[config.mk]
export PLATFORM = sky130hd
export DESIGN_NAME = bcd_timer_controller
export DESIGN_NICKNAME = d
export VERILOG_FILES = /design/src/rtl/bcd_timer_controller.sv
export SDC_FILE = /design/constraint.sdc
export NUM_CORES = 1
export LEC_CHECK = 0
export CAP_MARGIN = 20
export CORE_ASPECT_RATIO = 1.5
export CORE_MARGIN = 8
export CORE_UTILIZATION = 51
export CTS_BUF_LIST = sky130_fd_sc_hd__clkbuf_2
export CTS_CLUSTER_DIAMETER = 150
export CTS_CLUSTER_SIZE = 16
export DETAILED_ROUTE_END_ITERATION = 8
export GPL_TIMING_DRIVEN = 0
export PLACE_DENSITY_LB_ADDON = 0.12
export SLEW_MARGIN = 20
export SYNTH_ARGS = -nofsm -noshare
export SYNTH_HDL_FRONTEND = slang
export SYNTH_SLANG_ARGS = --single-unit
export TNS_END_PERCENT = 10
[constraint.sdc]
create_clock -name Clk -period 3.1 [get_ports Clk]
set_input_delay 0.62 -clock Clk [delete_from_list [all_inputs] [get_ports Clk]]
set_output_delay 0.62 -clock Clk [all_outputs]
set_load 0.05 [all_outputs]
[src/rtl/bcd_timer_controller.sv]
// Start/stop/lap BCD timer: run/pause/done FSM, tick prescaler,
// decade carry chain, terminal compare and lap capture.
module bcd_timer_controller #(
    parameter int DIGITS   = 4,
    parameter int TICK_DIV = 1
) (
    input  logic                  Clk,
    input  logic                  Clr,
    input  logic                  Start,
    input  logic                  Stop,
    input  logic                  Lap,
    input  logic [4*DIGITS-1:0]   Limit,
    output logic [4*DIGITS-1:0]   Q,
    output logic [4*DIGITS-1:0]   LapQ,
    output logic                  Running,
    output logic                  Done,
    output logic [1:0]            State
);

    localparam int W  = 4 * DIGITS;
    localparam int PW = (TICK_DIV > 1) ? $clog2(TICK_DIV) : 1;
    localparam logic [PW-1:0] PMAX = PW'(TICK_DIV - 1);

    typedef enum logic [1:0] {
        S_IDLE  = 2'b00,
        S_RUN   = 2'b01,
        S_PAUSE = 2'b10,
        S_DONE  = 2'b11
    } state_t;

    state_t        r_state;
    state_t        w_state_nx;
    logic [W-1:0]  r_q;
    logic [W-1:0]  w_q_nx;
    logic [W-1:0]  w_q_inc;
    logic [W-1:0]  r_lapq;
    logic [PW-1:0] r_pre;
    logic [PW-1:0] w_pre_nx;
    logic [DIGITS:0] w_all9;
    logic          w_tick;
    logic          w_lim0;

    // Digit i steps only when every lower digit sits at 9.
    assign w_all9[0] = 1'b1;
    for (genvar i = 0; i < DIGITS; i++) begin : g_dig
        logic [3:0] w_d;
        assign w_d = r_q[4*i +: 4];
        assign w_all9[i+1] = w_all9[i] & (w_d == 4'd9);
        assign w_q_inc[4*i +: 4] = !w_all9[i]    ? w_d  :
                                   (w_d == 4'd9) ? 4'd0 :
                                   w_d + 4'd1;
    end

    assign w_tick = (r_state == S_RUN) && !Stop && (r_pre == PMAX);
    assign w_lim0 = (Limit == '0);

    always_comb begin
        w_state_nx = r_state;
        w_q_nx     = r_q;
        w_pre_nx   = r_pre;
        unique case (r_state)
            S_IDLE: begin
                w_q_nx = '0;
                if (Start && !Stop) begin
                    w_pre_nx   = '0;
                    w_state_nx = w_lim0 ? S_DONE : S_RUN;
                end
            end
            S_RUN: begin
                // Prescaler keeps its phase through a pause.
                w_pre_nx = (r_pre == PMAX) ? '0 : r_pre + PW'(1);
                if (Stop) begin
                    w_state_nx = S_PAUSE;
                end else if (w_tick) begin
                    w_q_nx = w_q_inc;
                    if (w_q_inc == Limit) begin
                        w_state_nx = S_DONE;
                    end
                end
            end
            S_PAUSE: begin
                if (Stop) begin
                    w_state_nx = S_IDLE;
                    w_q_nx     = '0;
                    w_pre_nx   = '0;
                end else if (Start) begin
                    w_state_nx = S_RUN;
                end
            end
            S_DONE: begin
                if (Stop) begin
                    w_state_nx = S_IDLE;
                    w_q_nx     = '0;
                    w_pre_nx   = '0;
                end else if (Start) begin
                    w_q_nx     = '0;
                    w_pre_nx   = '0;
                    w_state_nx = w_lim0 ? S_DONE : S_RUN;
                end
            end
            default: begin
                w_state_nx = S_IDLE;
            end
        endcase
    end

    always_ff @(posedge Clk) begin
        if (Clr) begin
            r_state <= S_IDLE;
            r_q     <= '0;
            r_lapq  <= '0;
            r_pre   <= '0;
        end else begin
            r_state <= w_state_nx;
            r_q     <= w_q_nx;
            r_pre   <= w_pre_nx;
            if (Lap) begin
                r_lapq <= r_q;
            end
        end
    end

    assign Q       = r_q;
    assign LapQ    = r_lapq;
    assign State   = r_state;
    assign Running = (r_state == S_RUN);
    assign Done    = (r_state == S_DONE);

endmodule

# [Yosys cells after proc, flatten, opt, wreduce, memory -nomap -nowiden]
# Cells that the tools add are included.
[word_totals] reg_bits=35 inputBits=21 out_inout_bits=36 elab_cells=66
[op_classes] muxes=29 n_addsub=5 eq_ne=16 n_reduce_logical=9 bitwise_logic=3
[ops] operator="$mux W16" n=5
[ops] operator="$pmux W16 S4" n=1
[ops] operator="$mux W4" n=7
[ops] operator="$mux W2" n=9
[ops] operator="$add A4 B1 Y4 const B" n=4
[ops] operator="$eq A16 B16 Y1" n=1
[ops] operator="$eq A4 B4 Y1 const B" n=4
[ops] operator="$logic_not A16 Y1" n=1
[ops] operator="$pmux W2 S4" n=1
[ops] operator="$ne A2 B2 Y1 const B" n=3
[ops] operator="$ne A3 B2 Y1 const B" n=2
[ops] operator="$ne A3 B3 Y1 const B" n=2
[ops] operator="$mux W1" n=5
[ops] operator="$reduce_and A5 Y1" n=1
[ops] operator="$eq A2 B2 Y1 const B" n=2
[ops] operator="$pmux W1 S4" n=1
[ops] operator="$reduce_and A4 Y1" n=1
[ops] operator="$logic_and A1 B1 Y1" n=3
[ops] operator="$reduce_and A3 Y1" n=1
[ops] operator="$and A1 B1 Y1" n=2
[ops] operator="$eq A2 B1 Y1 const B" n=1
[ops] operator="$logic_not A2 Y1" n=1
[ops] operator="$ne A2 B1 Y1 const B" n=1
[ops] operator="$add A1 B1 Y1 const B" n=1
[ops] operator="other kinds (2)" n=2

# [Logic depth before layout (Yosys ltp)]
[logic_depth] ltp_word=9 ltp_mapped=9 mapped_depth_nobuf=9

# [Worst setup path before layout]
# No wires, ideal clock.
[synth_path] path_type="register to register" start="reg r_q[8] (netlist: Q[8])" end="reg r_state[1] (netlist: State[1])" path_buffers=0 path_slack_ps=247 arrival_time_ps=2758 period_less_slack_ps=2853 t_required_ps=3004 stages_incl_launch_ff=9 setup_ps=96 cell_sequence="dfxtp_1 -> ha_1 -> nand3b_2 -> a211oi_2 -> mux2_2 -> o21ai_1 -> o2111ai_1 -> or4_1 -> o41ai_2"
[synth_via] elab_chain_cells=6 word_cells_on_any_way=9 classes_between="add/sub (1); eq/ne (3); mux (3); bitwise (1); reduce/logical (1)"
[synth_rtl] item="start, declared" line_no="33" source="logic [W-1:0] r_q;"
[synth_rtl] item="start signal, assigned" line_no="115" source="r_q <= w_q_nx;"
[synth_rtl] item="$add A4 B1 Y4 / $eq A4 B4 Y1 (equally long branches)" line_no="51, 48, 50"
[synth_rtl] item="$mux W4 / $and A1 B1 Y1 (equally long branches)" line_no="50, 48"
[synth_rtl] item="$mux W4" line_no="49" source="assign w_q_inc[4*i +: 4] = !w_all9[i] ? w_d :"
[synth_rtl] item="$eq A16 B16 Y1 *" line_no="76" source="if (w_q_inc == Limit) begin"
[synth_rtl] item="$ne A3 B2 Y1 (no source line) *"
[synth_rtl] item="$reduce_and A5 Y1 (no source line) *"
[synth_rtl] item="end signal, assigned" line_no="114" source="r_state <= w_state_nx;"
[synth_rtl] item="end, declared" line_no="31" source="state_t r_state;"
# Every way passes the cells marked *; elsewhere a longest branch is shown, timed or not.
# A chain may end at the register's enable or synchronous reset.

# [Worst setup path in the final report]
[layout_path] start="in Limit[9]" end="reg r_state[1] (netlist: State[1])"
[layout_via] elab_chain_cells=5 word_cells_on_any_way=9 classes_between="eq/ne (2); mux (5); reduce/logical (2)"
[layout_rtl] item="start, declared" line_no="12" source="input logic [4*DIGITS-1:0] Limit,"
[layout_rtl] item="$logic_not A16 Y1" line_no="55" source="assign w_lim0 = (Limit == '0);"
[layout_rtl] item="$mux W2" line_no="66, 98"
[layout_rtl] item="$mux W2" line_no="95" source="end else if (Start) begin"
[layout_rtl] item="$mux W2" line_no="91" source="if (Stop) begin"
[layout_rtl] item="$pmux W2 S4" line_no="61" source="unique case (r_state)"
# Several ways; a longest one is shown, not always the timed one. The select of a mux whose other input is x is not followed.

==> results.json <==
{
  "finalPower_uw": 764,
  "fillCellCount": 389,
  "internal_power_uw": 540,
  "synth.yosys.seq_area_share": 0.307,
  "syn-num-nets": 305,
  "vias": 2294,
  "worst_slew_pin_slew_ns": 1.17,
  "grt_max_degree": 13,
  "track_usage": 0.197,
  "maxCapViolations": 0,
  "synth_cells": 278,
  "fin_crit_ns": 2.83,
  "fp-row-count": 29,
  "clkPwrFrac": 0.287,
  "rrSetupSlack_ns": 0.27,
  "leakage_nw": 1.04,
  "combPwrFrac": 0.136,
  "antennaDiodeCount": 0,
  "start_util": 0.526,
  "fmax_mhz": 353,
  "dp_hpwl_um": 5190,
  "wl_per_cell_um": 17.6,
  "swShare": 0.293,
  "max_stage_delay_ns": 0.53,
  "grt_overflow": 0,
  "io_pins": 57,
  "drc_errors": 0,
  "dieArea_um2": 6750,
  "synth_area_um2": 2210,
  "holdPathEnd": "Q[10]",
  "cts.sinks": 34,
  "crit_type": "in -> reg",
  "drt_wl_total_um": 6810,
  "first_pass_iters": 4,
  "slew_violations": 0,
  "fin_skew_ns": 0.00732,
  "area_growth_pct": 29.1,
  "cts_buffers": 5,
  "fin_cells": 386,
  "setup_slack_ns": 0.268,
  "nets": 366,
  "antenna_found_initial": 0,
  "pwr-share-seq": 0.577,
  "ant_nets": 0,
  "min_from": "Clr",
  "ff2ff_path_depth": 8,
  "io_buffers": 54,
  "h-tree-depth": 2,
  "synth-edff-count": 0,
  "powerDensity_nw_per_um2": 267,
  "cts_tree": "done",
  "gp_congestion": 0.963,
  "critPathMaxFanout": 4,
  "synth-async-reset-ratio": 0,
  "root_buffer": "clkbuf_2",
  "die_h_um": 96.7,
  "required_ns": 3.40,
  "layout_common_cells": "54 x clkdlybuf4s50_1, 46 x nor2_1, 33 x dfxtp_1, 24 x a21oi_1, 23 x o21ai_0",
  "cp_num_buf_inv": 1,
  "rsz0062_at_grt": "false",
  "critPathLaunchType": "primary input",
  "synth_ff_type": "dfxtp_1",
  "grt_pass1_vias": 2272,
  "clk_pin_slew_ns": 0.19,
  "clk_latency_ns": 0.38,
  "holdCritPathClass": "in -> reg",
  "final_common_cell": "clkdlybuf4s50_1",
  "core-area_um2": 4210,
  "peakVddDrop_mv": 0.316,
  "synth_cell_types": 58,
  "period_share": 0.914,
  "syn_avg_cell_area_um2": 7.97,
  "die_x_um": 69.8,
  "hold_depth": 2,
  "detail_route.iter0.violations": 114,
  "placed_cells_incl_taps": 378,
  "hold_viol": 0,
  "ys_ff_latch": 34,
  "status": "finished clean",
  "arrival_ns": 3.13,
  "via_per_inst": 5.94,
  "setup_viol": 0,
  "r2r-end": "State[1]",
  "timing.slew.headroom": 0.213,
  "r2r_start": "Q[8]",
  "dpl_worst_slack_ns": -0.101,
  "crit_path_end_kind": "register",
  "cp_cell_sequence": "clkdlybuf4s50_1 -> nor4_1 -> nand4_1 -> nor3b_1 -> o21bai_2 -> or4_1 -> o41ai_2",
  "yosysWarningCount": 0,
  "drive_gt1_frac": 0.0794,
  "p_sw_uw": 224,
  "critPathTopFamily": "simple AND/OR/NAND/NOR gates",
  "post_cts_buffers": 0,
  "critPathSlowestCell": "nor4_1",
  "cts_max_path_buffers": 2,
  "grt_pass1_wl_um": 11200
}
==> synth_stat cells (2+ instances only) <==
| master | instances | area share |
|---|---|---|
| nor4_1 | 6 | 0.017 |
| nand4_1 | 2 | 0.0056 |
| o22ai_1 | 3 | 0.0085 |
| ha_1 | 6 | 0.034 |
| dfxtp_1 | 34 | 0.31 |
| o21a_1 | 2 | 0.0068 |
| nor2_1 | 46 | 0.078 |
| buf_4 | 2 | 0.0068 |
| nand2_1 | 18 | 0.031 |
| and2b_2 | 2 | 0.0079 |
| mux2i_1 | 18 | 0.081 |
| nor3_1 | 8 | 0.018 |
| nand3_1 | 6 | 0.014 |
| inv_1 | 10 | 0.017 |
| a41oi_1 | 2 | 0.0079 |
| clkbuf_1 | 7 | 0.012 |
| buf_6 | 3 | 0.015 |
| nand2b_1 | 2 | 0.0056 |
| o2111ai_1 | 3 | 0.012 |
| o21ai_0 | 23 | 0.052 |
| a21oi_1 | 24 | 0.054 |
| xor2_1 | 5 | 0.020 |
| or3_1 | 5 | 0.014 |
| xnor2_1 | 7 | 0.028 |
==> worst max path at each step <==
stage / start / end / slack [ns] / cells past startpoint
after global routing: Q[8] / State[1] / 0.12 / 8
final: Limit[9] / State[1] / 0.27 / 7
after CTS: Q[4] / State[1] / 0.15 / 8
after detailed placement: Limit[9] / State[1] / -0.10 / 7
after floorplan: Q[8] / State[1] / 0.25 / 8
after global placement: Limit[6] / State[1] / -0.11 / 7
==> cell families after synthesis <==
family | after synthesis | share of synthesized area
and+or+nand+nor | 110 | 0.260
AOI/OAI and AO/OA | 73 | 0.209
DFF | 34 | 0.307
buffers and inverters | 24 | 0.0554
muxes | 19 | 0.0864
xor gates and xnor gates | 12 | 0.0475
adders and majority gates | 6 | 0.0339
==> area by class of cell <==
class	count	area, um^2	share of cell area
inverters	10	37.5	0.0131
plain buffers	14	85.1	0.0298
repair buffers	54	541	0.189
multi-input cells	220	1410	0.494
clock inverters	3	20.0	0.00700
well taps	46	57.6	0.0201
flip-flops and latches	34	682	0.239
clock buffers	5	25.0	0.00875
==> per-layer routing <==
| metal | GRT usage | up-vias | share of wire |
|---|---|---|---|
| met5 | 0 | - | 0 |
| met3 | 0.0450 | 30 | 0.059 |
| met1 | 0.224 | 1049 | 0.41 |
| met4 | 0.130 | 0 | 0.058 |
| met2 | 0.319 | 93 | 0.47 |
| li1 | - | 1122 | - |
==> state kept, by name, indices dropped and copies added (netlist names) <==
name / flops
State: 2
LapQ: 16
Q: 16
==> repair_timing <==
item                                    4_1_cts  5_1_grt
hold buffers                                  0        0
endpoints found under the setup margin        0        1
resized for setup                             0        1
==> power groups by stage <==
stage | clock network, mW | logic, mW | registers, mW
after floorplan | 0 | 0.0467 | 0.454
after global placement | 0 | 0.104 | 0.450
after detailed placement | 0 | 0.104 | 0.450
after CTS | 0.229 | 0.104 | 0.441
after global routing | 0.243 | 0.111 | 0.442
final | 0.220 | 0.104 | 0.441
==> through the flow <==
stage	util	instance area (um^2)	hold WS, ns	setup TNS, ns
CTS	0.679	2860	0.398	0
global placement	0.668	2810	0.471	-0.111
global route	0.679	2860	0.391	0
finish	0.679	2860	0.413	0
floorplan	-	2210	0.698	0
detailed placement	0.668	2810	0.481	-0.101
==> worst reg2reg max path, stage by stage, from the launching register on <==
cell and delay [ns]:
dfxtp_1 0.53, ha_1 0.24, nand3b_2 0.17, a211oi_2 0.25, mux2_2 0.36, o21ai_1 0.09
o2111ai_1 0.17, or4_1 0.59, o41ai_2 0.34
Power figures use the tool's default switching activity.
